`config.mk`:
```
export PLATFORM = sky130hd
export DESIGN_NAME = if_prefetch_stage
export DESIGN_NICKNAME = d
export VERILOG_FILES = /design/src/rtl/if_prefetch_stage.sv
export SDC_FILE = /design/constraint.sdc
export NUM_CORES = 1
export LEC_CHECK = 0
export CORE_UTILIZATION = 50
export DETAILED_ROUTE_END_ITERATION = 6
export HOLD_SLACK_MARGIN = 0.12
export PLACE_DENSITY_LB_ADDON = 0.1
export RECOVER_POWER = 100
export SETUP_SLACK_MARGIN = 0.15
export SYNTH_ARGS = -nofsm -noshare
export SYNTH_HDL_FRONTEND = slang
export SYNTH_SLANG_ARGS = --single-unit
```
`constraint.sdc`:
```
create_clock -name clock -period 9.6 [get_ports clock]
set_input_delay 1.44 -clock clock [delete_from_list [all_inputs] [get_ports clock]]
set_output_delay 1.44 -clock clock [all_outputs]
set_load 0.1 [all_outputs]
```
`src/rtl/if_prefetch_stage.sv`:
```
// Instruction fetch with split addr/data handshake, pending-PC tracking
// and a PC+instruction prefetch FIFO feeding the ID stage.
module if_prefetch_stage #(
    parameter logic [31:0] RESET_PC        = 32'hbfc00000,
    parameter int          FIFO_DEPTH      = 4,
    parameter int          MAX_OUTSTANDING = 2
) (
    input  logic        clock,
    input  logic        reset_n,
    input  logic        id_allow_in,
    input  logic        branch_taken,
    input  logic [31:0] branch_target,
    output logic        if_to_id_valid,
    output logic [31:0] if_to_id_pc,
    output logic [31:0] if_to_id_instruction,
    output logic        inst_req,
    output logic [31:0] inst_addr,
    input  logic        inst_addr_ok,
    input  logic        inst_data_ok,
    input  logic [31:0] inst_rdata
);

    localparam int AW = $clog2(FIFO_DEPTH);
    localparam int CW = AW + 1;
    localparam int OW = $clog2(MAX_OUTSTANDING) + 1;
    localparam int PW = (MAX_OUTSTANDING > 1) ? $clog2(MAX_OUTSTANDING) : 1;

    logic [31:0]   fetch_pc_q, fetch_pc_d;
    logic [OW-1:0] out_cnt_q, out_cnt_d;
    logic [OW-1:0] discard_q, discard_d;

    logic [31:0]   pend_pc_q [MAX_OUTSTANDING];
    logic [31:0]   pend_pc_d [MAX_OUTSTANDING];
    logic [PW-1:0] pend_wr_q, pend_wr_d;
    logic [PW-1:0] pend_rd_q, pend_rd_d;

    logic [31:0]   fifo_pc_q [FIFO_DEPTH];
    logic [31:0]   fifo_pc_d [FIFO_DEPTH];
    logic [31:0]   fifo_ins_q [FIFO_DEPTH];
    logic [31:0]   fifo_ins_d [FIFO_DEPTH];
    logic [AW-1:0] fifo_wr_q, fifo_wr_d;
    logic [AW-1:0] fifo_rd_q, fifo_rd_d;
    logic [CW-1:0] fifo_cnt_q, fifo_cnt_d;

    logic [31:0]   credit_used;
    logic          data_vld;
    logic          issue;
    logic          push;
    logic          pop;

    function automatic logic [PW-1:0] pend_inc(input logic [PW-1:0] p);
        if (p == PW'(MAX_OUTSTANDING - 1)) return '0;
        return p + PW'(1);
    endfunction

    // Words still owed to discard already hold no FIFO credit.
    assign credit_used = 32'(fifo_cnt_q) + 32'(out_cnt_q) - 32'(discard_q);

    assign data_vld = inst_data_ok && (out_cnt_q != '0);

    assign inst_req = reset_n && !branch_taken
                   && (32'(out_cnt_q) < MAX_OUTSTANDING)
                   && (credit_used < FIFO_DEPTH);

    assign issue = inst_req && inst_addr_ok;
    assign push  = data_vld && (discard_q == '0);
    assign pop   = if_to_id_valid && id_allow_in;

    assign inst_addr            = fetch_pc_q;
    assign if_to_id_valid       = (fifo_cnt_q != '0);
    assign if_to_id_pc          = fifo_pc_q[fifo_rd_q];
    assign if_to_id_instruction = fifo_ins_q[fifo_rd_q];

    always_comb begin
        fetch_pc_d = fetch_pc_q;
        out_cnt_d  = out_cnt_q + OW'(issue) - OW'(data_vld);
        discard_d  = discard_q;
        pend_pc_d  = pend_pc_q;
        pend_wr_d  = pend_wr_q;
        pend_rd_d  = pend_rd_q;
        fifo_pc_d  = fifo_pc_q;
        fifo_ins_d = fifo_ins_q;
        fifo_wr_d  = fifo_wr_q;
        fifo_rd_d  = fifo_rd_q;
        fifo_cnt_d = fifo_cnt_q + CW'(push) - CW'(pop);

        if (issue) begin
            fetch_pc_d           = fetch_pc_q + 32'd4;
            pend_pc_d[pend_wr_q] = fetch_pc_q;
            pend_wr_d            = pend_inc(pend_wr_q);
        end

        if (data_vld) begin
            pend_rd_d = pend_inc(pend_rd_q);
            if (discard_q != '0) discard_d = discard_q - OW'(1);
        end

        if (push) begin
            fifo_pc_d[fifo_wr_q]  = pend_pc_q[pend_rd_q];
            fifo_ins_d[fifo_wr_q] = inst_rdata;
            fifo_wr_d             = fifo_wr_q + AW'(1);
        end

        if (pop) fifo_rd_d = fifo_rd_q + AW'(1);

        // Pending PCs stay queued so later returns still pair up in order.
        if (branch_taken) begin
            fetch_pc_d = branch_target;
            discard_d  = out_cnt_q - OW'(data_vld);
            fifo_wr_d  = '0;
            fifo_rd_d  = '0;
            fifo_cnt_d = '0;
        end
    end

    always_ff @(posedge clock) begin
        if (!reset_n) begin
            fetch_pc_q <= RESET_PC;
            out_cnt_q  <= '0;
            discard_q  <= '0;
            pend_wr_q  <= '0;
            pend_rd_q  <= '0;
            fifo_wr_q  <= '0;
            fifo_rd_q  <= '0;
            fifo_cnt_q <= '0;
        end else begin
            fetch_pc_q <= fetch_pc_d;
            out_cnt_q  <= out_cnt_d;
            discard_q  <= discard_d;
            pend_wr_q  <= pend_wr_d;
            pend_rd_q  <= pend_rd_d;
            fifo_wr_q  <= fifo_wr_d;
            fifo_rd_q  <= fifo_rd_d;
            fifo_cnt_q <= fifo_cnt_d;
        end
    end

    always_ff @(posedge clock) begin
        pend_pc_q  <= pend_pc_d;
        fifo_pc_q  <= fifo_pc_d;
        fifo_ins_q <= fifo_ins_d;
    end

    always_ff @(posedge clock) begin
        if (reset_n) begin
            assert (!(inst_data_ok && (out_cnt_q == '0)))
            else $warning("stray inst_data_ok with nothing outstanding, ignored");
        end
    end

endmodule
```
Word-level counts from Yosys, hierarchy flattened
Cells that the tools add are included.
{ "totals": {"word_cells": 92, "regBits": 365, "out_inout_bits": 98, "inputBits": 70} }
{ "op_classes": {"mux": 29, "addsub": 13, "order_cmp": 8, "bitwise": 5, "reduce_logical": 19} }
{ "ops": {"columns": ["op", "n"], "rows": [
  ["$mux W32", 11],
  ["$bwmux W128", 2],
  ["$bmux W32 S2", 2],
  ["$bwmux W64", 1],
  ["$demux W32 S2", 1],
  ["$add A32 B3 Y32 const B", 1],
  ["$demux W32 S1", 1],
  ["$lt A32 B3 Y1 const B", 1],
  ["$reduce_bool A2 Y1", 5],
  ["$logic_and A1 B1 Y1", 9],
  ["$mux W1", 8],
  ["$ge A3 B3 Y1 const B", 2],
  ["$mux W2", 3],
  ["$not A2 Y3", 2],
  ["$sub A4 B2 Y5", 1],
  ["$add A2 B1 Y2 const B", 2],
  ["$add A3 B2 Y4", 1],
  ["$ge A2 B2 Y1 const B", 2],
  ["$not A1 Y2", 2],
  ["$sub A2 B1 Y2", 2],
  ["$add A3 B1 Y3", 1],
  ["$lt A3 B1 Y1 const B", 1],
  ["$reduce_bool A3 Y1", 1],
  ["$sub A3 B1 Y3", 1],
  ["10 further kinds", 11]
]} }

Longest topological paths before layout
Gate-level depths: netlist of the first run.
{ "depth": {"word_depth": 7, "ltp_mapped": 16, "mapped_depth_nobuf": 14} }

Least setup slack after synthesis of the first run
OpenSTA, ideal clock, no wires.
{ "synth_path": {"path_type": "register -> output", "from": "register out_cnt_q[1]", "to": "output inst_req", "required_time_ns": 8.160, "setup_slack_ns": 4.621, "arrival_time_ns": 3.539, "n_path_buf": 1, "path_stages_with_launch": 9, "path_cell_list": "dfxtp_1 > inv_1 > fa_1 > inv_1 > ha_1 > and3b_1 > or4_1 > buf_4 > a21oi_1"} }
{ "synth_between": {"elab_chain_cells": 4, "word_cells_on_any_way": 6, "cone_classes": "add/sub (2); order compare (2); reduce/logical (2)"} }
{ "synth_rtl": {"columns": ["item", "line", "rtl"], "rows": [
  ["from (decl)", "29", "logic [OW-1:0] out_cnt_q, out_cnt_d;"],
  ["from (signal assigned)", "128", "out_cnt_q <= out_cnt_d;"],
  ["$add A3 B2 Y4", "57", "assign credit_used = 32'(fifo_cnt_q) + 32'(out_cnt_q) - 32'(discard_q);"],
  ["$sub A4 B2 Y5", "57", null],
  ["$lt A32 B3 Y1", "63", "&& (credit_used < FIFO_DEPTH);"],
  ["$logic_and A1 B1 Y1 *", "63", null],
  ["to (decl)", "16", "output logic inst_req,"]
]} }
Mark *: on every way between the ends. The rest lies on a longest branch, timed or not.

Final worst setup path of the first run
{ "layout_path": {"from": "input reset_n", "to": "register pend_pc_q[38] (netlist name), enable pin"} }
{ "layout_between": {"elab_chain_cells": 4} }
{ "layout_rtl": {"columns": ["item", "line", "rtl"], "rows": [
  ["from (decl)", "9", "input logic reset_n,"],
  ["$logic_and A1 B1 Y1", "61", "assign inst_req = reset_n && !branch_taken"],
  ["$logic_and A1 B1 Y1", "62", "&& (32'(out_cnt_q) < MAX_OUTSTANDING)"],
  ["$logic_and A1 B1 Y1", "63", null],
  ["$logic_and A1 B1 Y1", "65", "assign issue = inst_req && inst_addr_ok;"],
  ["to (signal assigned)", "139", "pend_pc_q <= pend_pc_d;"],
  ["to (decl)", "32", "logic [31:0] pend_pc_q [MAX_OUTSTANDING];"]
]} }
No other way between the ends.
A chain may end at the register's enable or synchronous reset.

==> metrics.md, run 1 <==
| Metric | Value |
|---|---|
| Outcome | finished, violations left |
| Failing checks | capacitance limit, slew limit |
| Die width | about 170 um |
| RSZ-0062 raised after global routing | false |
| YS warnings | 0 |
| Number of synthesized flops with an enable pin | 320 |
| Worst skew pair latency | ~0.53 ns |
| DP Cell Count | between 1000 and 1500 |
| Mapped Cells | 782 |
| Num CTS Buffers | 37 |
| Worst vdd rail ir drop | ~140 uV |
| Synth Cell Area | ~14000 um^2 |
| Crit path arrival time | around 7 ns |
| Synth unique cells | 54 |
| Routability cong. | 0.8725 |
| Max-cap violations | 7 |
| DR WL/cell | approximately 21 um |
| Min Tclk post-route | roughly 6.9 ns |
| Final Hold Violating Endpoints | 0 |
| Worst-margin pin slew | ~4.1 ns |
| Antenna violations before repair | 0 |
| Req. time, crit path | between 9 and 10 ns |
| Slowest stage delay, CP | 1.41 ns |
| Postcts setup bufs | 0 |
| DR WL met3 | roughly 1.8 mm |
| Die area | between 20000 and 30000 um^2 |
| Final ANT Viol Nets | 0 |
| Setup Skew | ~0.016 ns |
| Crit Path Class | in2reg |
| IO Port Bufs | 167 |
| Routed WL | approximately 30 mm |
| Clock Tree Root | clkbuf_16 |
| CP cell instances | dlygate4sd3_1, clkbuf_1, nor2b_1, nand4_1, a21oi_1, inv_1, nor2_4 |
| Slowest cell on the critical path | a21oi_1 |
| Fill cells | ~2100 |
| H-tree levels | 2 |
| Bufs on Longest Clock Path | 3 |
| Cts hold-fix bufs | 0 |
| Number of global-route vias before repair | a little under 8000 |
| Post-DP HPWL | ~18 mm |
| Max Clk Rate | 143.9 MHz |
| GRT Total Usage | 20.89% |
| Worst hold path class | reg2reg |
| Die H | approximately 170 um |
| Grt ovf | 0 |
| TritonCTS Sinks | 365 |
| P_leak | 5.635 nW |
| Met2 routed WL | 14.17 mm |
| Core area | approximately 28000 um^2 |
| Net Count, Synth | 869 |
| Layout cells sized above 1 | 12.90% |
| Rows | 61 |
| CTS tree | built |
| Routed metal-1 wirelength | around 13 mm |
| Sequential element share of the synthesized area | roughly three quarters |
| Most frequent cells in the layout | edfxtp_1, dlygate4sd3_1, mux4_2, dfxtp_1, nand2_1 |
| Hold slack | slightly below 0.5 ns |
| # DRC | 0 |
| Vias per inst | ~5.7 |
| Synthesized area per cell | 18.27 um^2 |
| Antenna Cells | 0 |
| Top FF cell, synth | edfxtp_1 |
| Async SR Flop Fraction | 0% |
| Power Total | 4.263 mW |
| CP max FO | 32 |
| Drt first-iter violations | approximately 550 |
| Clk slew on worst S/H paths | 0.06 ns |
| DRT Pass-1 Iters | 7 |
| # IOs | roughly 170 |
| TNS Setup | 0 ns |
| Vias | 7751 |
| Fin. max-slew vios | 328 |
| Layout area overhead | 22.54% |
| Largest net degree at the start of global routing | about 60 |
| Slew headroom | -176.0% |
| First-pass GRT wire length | between 40 and 50 mm |
| Crit start category | input port |
| Power per cell area | roughly 240 nW/um^2 |
| Final Cycle Share | between 70 and 80% |
| Final setup fails | 0 |
| Non-Filler Instances | between 1000 and 1500 |
| Nets | approximately 1100 |
| Post-CTS sizing | 0 |
| Number of synthesized register bits | around 370 |
| Most common cell after layout, fill and taps aside | edfxtp_1 |
| Initial Util | 51.16% |
| Top Layer Used | met4 |
| CP Capture Type | flip-flop |
## synth_stat cells (3+ instances only)
cell / count / area (um^2)
o22ai_1: 5 / 31.28
nor3_1: 7 / 35.03
ha_1: 15 / 187.7
a311oi_1: 4 / 35.03
inv_1: 27 / 101.4
nor2_1: 25 / 93.84
and3_1: 9 / 56.30
buf_2: 3 / 15.01
a22oi_1: 3 / 22.52
o31ai_1: 3 / 22.52
or3_1: 7 / 43.79
a31oi_1: 7 / 43.79
and2_1: 8 / 50.05
o21ai_0: 12 / 60.06
mux2i_1: 12 / 120.1
clkbuf_1: 20 / 75.07
nand3_1: 13 / 65.06
edfxtp_1: 320 / 9609
a211oi_1: 3 / 22.52
a2111oi_0: 4 / 35.03
o311ai_0: 4 / 35.03
nand2_1: 38 / 142.6
mux2_2: 33 / 371.6
buf_1: 11 / 41.29
dfxtp_1: 45 / 900.9
mux4_2: 64 / 1441
nand4_1: 10 / 62.56
xnor2_1: 15 / 131.4
o31a_1: 3 / 26.28
o21a_1: 3 / 22.52
or4_1: 6 / 45.04
a21oi_1: 13 / 65.06
## worst paths after layout
path / startpoint / to / slack, ns / cells after the start
min reg2reg: inst_addr[1] / pend_pc_q[1] / 0.49 / 0
max reg2reg: out_cnt_q[1] / pend_pc_q[38] / 3.74 / 9
max: reset_n / pend_pc_q[38] / 2.65 / 7
min: inst_addr[1] / pend_pc_q[1] / 0.49 / 0
## worst max-delay path, delay by kind of cell
| family | cells | cell delay [ns] |
|---|---|---|
| and+or+nand+nor | 3 | 1.77 |
| buffers and inverters | 3 | 2.44 |
| AOI/OAI and AO/OA | 1 | 1.41 |
## registers in the layout (all words and copies together) (netlist names)
register,count
out_cnt_q,2
pend_pc_q,64
fifo_pc_q,128
fifo_wr_q,2
pend_wr_q,1
fifo_rd_q,2
inst_addr,32
discard_q,2
pend_rd_q,1
fifo_ins_q,128
fifo_cnt_q,3
## final cells by class
| cell class | instances | area (um^2) | share of cell area, % |
|---|---|---|---|
| clock buffers | 46 | 969.7 | 5.538 |
| clock inverters | 21 | 197.7 | 1.129 |
| inverters | 28 | 105.1 | 0.6002 |
| multi-input cells | 354 | 3520 | 20.10 |
| flip-flops and latches | 365 | 10520 | 60.06 |
| well taps | 378 | 473.0 | 2.701 |
| repair buffers | 178 | 1728 | 9.868 |
## power by group
part	total, mW	internal, mW	leakage [nW]	switching, mW
combinational	0.953	0.239	1.80	0.713
clock	1.38	0.804	0.575	0.577
sequential	1.93	1.88	3.26	0.0483
## stage by stage
stage                     instance area [um^2]  utilization (%)  setup slack, ns
after floorplan                          14290                -            4.621
after global placement                   16410            58.76            4.172
after detailed placement                 16410            58.76            4.128
after CTS                                17580            62.94            3.965
after global routing                     17510            62.68            2.263
final                                    17510            62.68            2.650
## routing by layer
metal / track usage, % / vias to the layer above
met3: 3.979 / 46
met2: 33.51 / 251
met4: 8.385 / 0
met1: 28.23 / 3956
li1: - / 3498
met5: 0 / -
## cells by family after synthesis
| family | share of synthesized area, % |
|---|---|
| compound gates | 3.791 |
| xor+xnor | 1.042 |
| fa+ha+maj | 1.594 |
| buf+inv | 1.707 |
| flops | 73.55 |
| mux | 13.53 |
| simple gates | 4.789 |
Note: power is estimated with default switching activity, not from simulation.
==> run 2: changes to the inputs <==
==> constraint.sdc (replaced) <==
create_clock -name clock -period 6.8 [get_ports clock]
set_input_delay 1.02 -clock clock [delete_from_list [all_inputs] [get_ports clock]]
set_output_delay 1.02 -clock clock [all_outputs]
set_load 0.1 [all_outputs]
==> metrics.md, run 2 (same netlist as run 1, synthesis figures left out) <==
| Metric | Value |
|---|---|
| Outcome | finished, violations left (unchanged) |
| Failing checks | capacitance limit, slew limit (unchanged) |
| Most frequent CP cell | clkbuf_1 |
| R2R Setup Slk | 1.94 ns (was 3.74 ns) |
| Worst skew pair latency | 0.51 ns (was 0.53 ns) |
| Postcts setup bufs | 0 (unchanged) |
| GRT Total Usage | 20.86% (was 20.89%) |
| Power per cell area | 342.6 nW/um^2 (was 243.4 nW/um^2) |
| DRT Pass-1 Iters | 5 (was 7) |
| P_leak | 5.626 nW (was 5.635 nW) |
| Core area | 27930 um^2 (unchanged) |
| TritonCTS Sinks | 365 (unchanged) |
| Slowest cell on the critical path | clkbuf_1 (was a21oi_1) |
| Max-cap violations | 5 (was 7) |
| Most frequent cells in the layout | edfxtp_1, dlygate4sd3_1, mux4_2, dfxtp_1, clkbuf_16 (was edfxtp_1, dlygate4sd3_1, mux4_2, dfxtp_1, nand2_1) |
| Power Total | 6.002 mW (was 4.263 mW) |
| Drt first-iter violations | 694 (was 552) |
| Routed WL | 29.85 mm (was 29.42 mm) |
| Multi-input logic area | 3531 um^2 (was 3520 um^2) |
| CP cell instances | dlygate4sd3_1, clkbuf_1, nor2b_1, nand4_1, a21oi_4, and2_0, clkbuf_1 (was dlygate4sd3_1, clkbuf_1, nor2b_1, nand4_1, a21oi_1, inv_1, nor2_4) |
| Final Cycle Share | about 82% |
| Largest net degree at the start of global routing | 61 (unchanged) |
| CP max FO | 29 (was 32) |
| # DRC | 0 (unchanged) |
| CP Capture Type | flip-flop (unchanged) |
| IO Port Bufs | 167 (unchanged) |
| Largest regs | fifo_ins_q x128, fifo_pc_q x128, pend_pc_q x64 (unchanged) |
| # IOs | 168 (unchanged) |
| Slowest stage delay, CP | 1.00 ns (was 1.41 ns) |
| Req. time, crit path | 6.91 ns (was 9.74 ns) |
| Hold slack | 0.4957 ns (was 0.4929 ns) |
| Die H | 171.1 um (unchanged) |
| Vias | 7776 (was 7751) |
| WP buf/inv | 3 (unchanged) |
| Antenna violations before repair | 0 (unchanged) |
| Num CTS Buffers | 39 (was 37) |
| Final Hold Violating Endpoints | 0 (unchanged) |
| Grt ovf | 0 (unchanged) |
| Layout area overhead | 22.58% (was 22.54%) |
| Cts hold-fix bufs | 0 (unchanged) |
| TNS Setup | 0 ns (unchanged) |
| Antenna Cells | 0 (unchanged) |
| Setup Skew | 0.01051 ns (was 0.01589 ns) |
| Number of global-route vias before repair | 7909 (was 7956) |
| Die area | 29260 um^2 (unchanged) |
| Fill cells | 2025 (was 2059) |
| CTS tree | built (unchanged) |
| Fin. max-slew vios | 277 (was 328) |
| Crit start category | input port (unchanged) |
| Slew headroom | -163.9% (was -176.0%) |
| Worst-margin pin slew | 3.958 ns (was 4.139 ns) |
| Most common cell after layout, fill and taps aside | edfxtp_1 (unchanged) |
| Clock Tree Root | clkbuf_16 (unchanged) |
| Nets | 1054 (was 1051) |
| Worst vdd rail ir drop | 196.6 uV (was 144.9 uV) |
| Final ANT Viol Nets | 0 (unchanged) |
| Max Clk Rate | approximately 180 MHz |
| RSZ-0062 raised after global routing | false (unchanged) |
| Clk slew on worst S/H paths | 0.06 ns (about the same) |
| Initial Util | 51.16% (unchanged) |
| Final setup fails | 0 (unchanged) |
| Min Tclk post-route | 5.544 ns |
| Bufs on Longest Clock Path | 3 (unchanged) |
| Vias per inst | 5.664 (was 5.658) |
| Layout cells sized above 1 | 12.46% (was 12.90%) |
| Crit Path Class | in2reg (unchanged) |
| Post-CTS sizing | 0 (unchanged) |
| First-pass GRT wire length | 45.51 mm (was 45.46 mm) |
| Rows | 61 (unchanged) |
| FF+latch area | 10520 um^2 (unchanged) |
| Die width | 171.1 um (unchanged) |
| Crit path max-delay family | buffers and inverters (unchanged) |
| H-tree levels | 2 (unchanged) |
| Crit path arrival time | 5.66 ns (was 7.09 ns) |
| DR WL/cell | 21.74 um (was 21.48 um) |
| Post-DP HPWL | 18.53 mm (was 18.15 mm) |
| Worst hold path class | reg2reg (unchanged) |
| Routability cong. | 0.9142 (was 0.8725) |
## run 2: changes by cell type in the layout (fill, tap and decap cells not counted), sizes merged
cell,before,now
dlygate4sd3,131,132
inv,31,29
clkdlybuf4s50,36,35
clkinv,14,12
bufinv,3,2
clkbuf,53,60
buf,4,5
## run 2: metal layers
layer	track usage [%]	up-vias	part of all wire (%)
li1	-	3513	-
met1	28.67	3971	44
met2	34.06	251	48
met3	3.539	41	5.5
met4	6.716	0	2.3
met5	0	-	0
## run 2: final timing paths
| kind | depth (start not counted) | start | end |
|---|---|---|---|
| worst max-delay path | 7 | reset_n | pend_pc_q[9] |
| worst min register to register | 0 | inst_addr[0] | pend_pc_q[32] |
| worst min-delay path | 0 | inst_addr[0] | pend_pc_q[32] |
| worst max register to register | 9 | out_cnt_q[1] | pend_pc_q[9] |
## run 2: power breakdown
group	leakage, nW	switching, mW	total, mW	internal, mW
registers	3.26	0.0699	2.72	2.65
clock network	0.558	0.796	1.93	1.13
logic	1.81	1.01	1.35	0.338
total	5.63	1.88	6.00	4.12
## run 2: worst reg2reg max path: cells and delay by family (launching register included)
kind	cells	cell delay, ns
AND/OR/NAND/NOR	3	1.55
buffers and inverters	3	1.18
adder cells (fa/ha/maj)	2	0.81
AO/OA/AOI/OAI	1	0.56
flip-flops	1	0.37
## run 2: metrics by stage
stage	setup WS, ns	cells	utilization [%]	area, um^2
final	1.256	1373	62.71	17520
after global routing	0.9175	1373	62.71	17520
after CTS	1.630	1373	62.92	17580
after floorplan	2.241	782	-	14290
after detailed placement	1.929	1304	58.78	16420
after global placement	2.191	1304	58.78	16420
## run 2: final cells by class
class	instances	area share [%]
inverter	28	0.6000
multi-input combinational	354	20.16
clock buffer	53	5.871
clock inverter	16	0.7214
sequential	365	60.04
tap	378	2.700
timing repair buffer	179	9.907
==> run 3: changes to the inputs <==
==> constraint.sdc (replaced) <==
create_clock -name clock -period 4.8 [get_ports clock]
set_input_delay 0.72 -clock clock [delete_from_list [all_inputs] [get_ports clock]]
set_output_delay 0.72 -clock clock [all_outputs]
set_load 0.1 [all_outputs]
==> metrics.md, run 3 (same netlist as run 1, synthesis figures left out) <==
| Metric | Value |
|---|---|
| Layout area overhead | 23.60% (was 22.58%) |
| Dpl ws | 0.8367 ns (was 1.929 ns) |
| Min Tclk post-route | around 4.2 ns |
| CP cell instances | inv_1, fa_1, inv_1, ha_1, and3b_1, or4_1, a21oi_4, inv_1, ha_1, inv_1, ha_1, xnor2_1, xnor2_1, nor2_1 (was dlygate4sd3_1, clkbuf_1, nor2b_1, nand4_1, a21oi_4, and2_0, clkbuf_1) |
| Max-cap violations | 5 (unchanged) |
| Most common cell after layout, fill and taps aside | edfxtp_1 (unchanged) |
| Reg2reg end | out_cnt_q[1] (was pend_pc_q[9]) |
| Fin. max-slew vios | 214 (was 277) |
| Final Cycle Share | between 80% and 90% |
| CP Capture Type | flip-flop (unchanged) |
| Non-Filler Instances | 1382 (was 1373) |
| Largest regs | fifo_ins_q x128, fifo_pc_q x128, pend_pc_q x64 (unchanged) |
| Bufs on Longest Clock Path | 3 (unchanged) |
| Fill cells | 2045 (was 2025) |
| Outcome | finished, violations left (unchanged) |
| Crit Path Class | reg2reg (was in2reg) |
| Final setup fails | 0 (unchanged) |
| Power per cell area | 488.2 nW/um^2 (was 342.6 nW/um^2) |
| Vias | 7801 (was 7776) |
| First-pass GRT wire length | 46.32 mm (was 45.51 mm) |
| Core area | 27930 um^2 (unchanged) |
| TNS Setup | 0 ns (unchanged) |
| Worst setup path end | out_cnt_q[1] (was pend_pc_q[9]) |
| Worst vdd rail ir drop | 272.5 uV (was 196.6 uV) |
| R2r startpoint | out_cnt_q[1] (unchanged) |
| Antenna Cells | 0 (unchanged) |
| Int Power | 5.944 mW (was 4.125 mW) |
| DP Cell Count | 1313 (was 1304) |
| Antenna violations before repair | 0 (unchanged) |
| Sw frac | 31.06% (was 31.27%) |
| Crit path arrival time | 4.61 ns (was 5.66 ns) |
| CP max FO | 26 (was 29) |
| Most frequent cells in the layout | edfxtp_1, dlygate4sd3_1, mux4_2, dfxtp_1, clkbuf_16 (unchanged) |
| Crit start category | flip-flop (was input port) |
| Rows | 61 (unchanged) |
| TritonCTS Sinks | 365 (unchanged) |
| Most frequent CP cell | inv_1 (was clkbuf_1) |
| Drt first-iter violations | 506 (was 694) |
| IO Port Bufs | 167 (unchanged) |
| # IOs | 168 (unchanged) |
| Req. time, crit path | 5.16 ns (was 6.91 ns) |
| DRT Pass-1 Iters | 5 (unchanged) |
| Worst hold path class | reg2reg (unchanged) |
| Clk slew on worst S/H paths | 0.06 ns (about the same) |
| Slowest cell on the critical path | or4_1 (was clkbuf_1) |
| Clock Tree Root | clkbuf_16 (unchanged) |
| RSZ-0062 raised after global routing | false (unchanged) |
| Grt ovf | 0 (unchanged) |
| DR WL/cell | 21.72 um (was 21.74 um) |
| Cts hold-fix bufs | 0 (unchanged) |
| Largest net degree at the start of global routing | 46 (was 61) |
| Post-CTS sizing | 0 (unchanged) |
| Combinational share of power | 22.4% (was 22.5%) |
| Routability cong. | 0.8953 (was 0.9142) |
| Routed WL | 30.02 mm (was 29.85 mm) |
| Failing checks | capacitance limit, slew limit (unchanged) |
| Worst skew pair latency | 0.51 ns (about the same) |
| Vias per inst | 5.645 (was 5.664) |
| Worst-margin pin slew | 2.691 ns (was 3.958 ns) |
| Final ANT Viol Nets | 0 (unchanged) |
| P_leak | 5.707 nW (was 5.626 nW) |
| Setup Skew | 0.007082 ns (was 0.01051 ns) |
| Num CTS Buffers | 38 (was 39) |
| Die area | 29260 um^2 (unchanged) |
| Final worst slack | 0.5536 ns (was 1.256 ns) |
| Slew headroom | -79.41% (was -163.9%) |
| Number of global-route vias before repair | 8132 (was 7909) |
| Final Cell Area | 17660 um^2 (was 17520 um^2) |
| Sequential power share | 44.6% (was 45.4%) |
| Die H | 171.1 um (unchanged) |
| GRT Total Usage | 21.18% (was 20.86%) |
| CTS tree | built (unchanged) |
| Layout cells sized above 1 | 13.84% (was 12.46%) |
| Post-DP HPWL | 19.06 mm (was 18.53 mm) |
| Max Clk Rate | 235.5 MHz |
| Worst setup startpoint | out_cnt_q[1] (was reset_n) |
| Postcts setup bufs | 0 (unchanged) |
| Nets | 1062 (was 1054) |
| Sw Pwr | 2.678 mW (was 1.877 mW) |
| Worst R2R Path Depth | 14 (was 9) |
| Die width | 171.1 um (unchanged) |
| Slowest stage delay, CP | 0.69 ns (was 1.00 ns) |
| Core Util, Final | 63.23% (was 62.71%) |
| Clk pwr share | 33.0% (was 32.1%) |
| R2R Setup Slk | 0.55 ns (was 1.94 ns) |
| Initial Util | 51.16% (unchanged) |
| H-tree levels | 2 (unchanged) |
| # DRC | 0 (unchanged) |
| Final Hold Violating Endpoints | 0 (unchanged) |
| Placement Cell Area | 16510 um^2 (was 16420 um^2) |
run 3: routing by layer:
layer | GRT usage (%) | wire length, um | vias up
li1 | - | - | 3524
met1 | 29.11 | 12860 | 3979
met2 | 35.26 | 14850 | 256
met3 | 3.863 | 1866 | 42
met4 | 4.814 | 441 | 0
met5 | 0 | 0 | -
run 3: worst max-delay path, delay by kind of cell, from the launching register on:
family	cells	cell delay [ns]
buffers and inverters	4	0.65
AOI/OAI and AO/OA	1	0.37
xor gates and xnor gates	2	0.33
adders and majority gates	4	1.46
and+or+nand+nor	3	0.91
DFF	1	0.38
run 3: area by class of cell:
class	instances	area, um^2	share of cell area [%]
inverter	28	105.1	0.5951
multi-input combinational	354	3537	20.03
clock buffer	54	1062	6.014
tap	378	473.0	2.678
clock inverter	15	156.4	0.8855
sequential	365	10520	59.55
timing repair buffer	188	1810	10.25
run 3: worst min path at each step:
| stage | startpoint | to | slack, ns | cells after the start |
|---|---|---|---|---|
| 2_1_floorplan | fifo_wr_q[1] | fifo_wr_q[1] | 0.47 | 2 |
| 3_3_place_gp | inst_addr[1] | pend_pc_q[1] | 0.46 | 0 |
| 3_5_place_dp | inst_addr[1] | pend_pc_q[33] | 0.47 | 0 |
| 4_1_cts | inst_addr[1] | pend_pc_q[33] | 0.49 | 0 |
| 5_1_grt | inst_addr[0] | pend_pc_q[0] | 0.51 | 0 |
| 6_report | inst_addr[0] | pend_pc_q[0] | 0.48 | 0 |
run 3: power by group through the flow:
| stage | clock (mW) | combinational, mW | sequential, mW |
|---|---|---|---|
| after CTS | 2.90 | 2.04 | 3.84 |
| after global routing | 3.03 | 2.03 | 3.86 |
| after global placement | 0 | 2.00 | 3.89 |
| final | 2.84 | 1.94 | 3.85 |
| after floorplan | 0 | 1.39 | 4.01 |
| after detailed placement | 0 | 2.03 | 3.91 |
run 3: per-stage QoR:
stage / power, mW / hold WS [ns]
global route: 8.921 / 0.5140
CTS: 8.785 / 0.4931
detailed placement: 5.940 / 0.4734
floorplan: 5.394 / 0.4692
finish: 8.622 / 0.4802
global placement: 5.890 / 0.4630
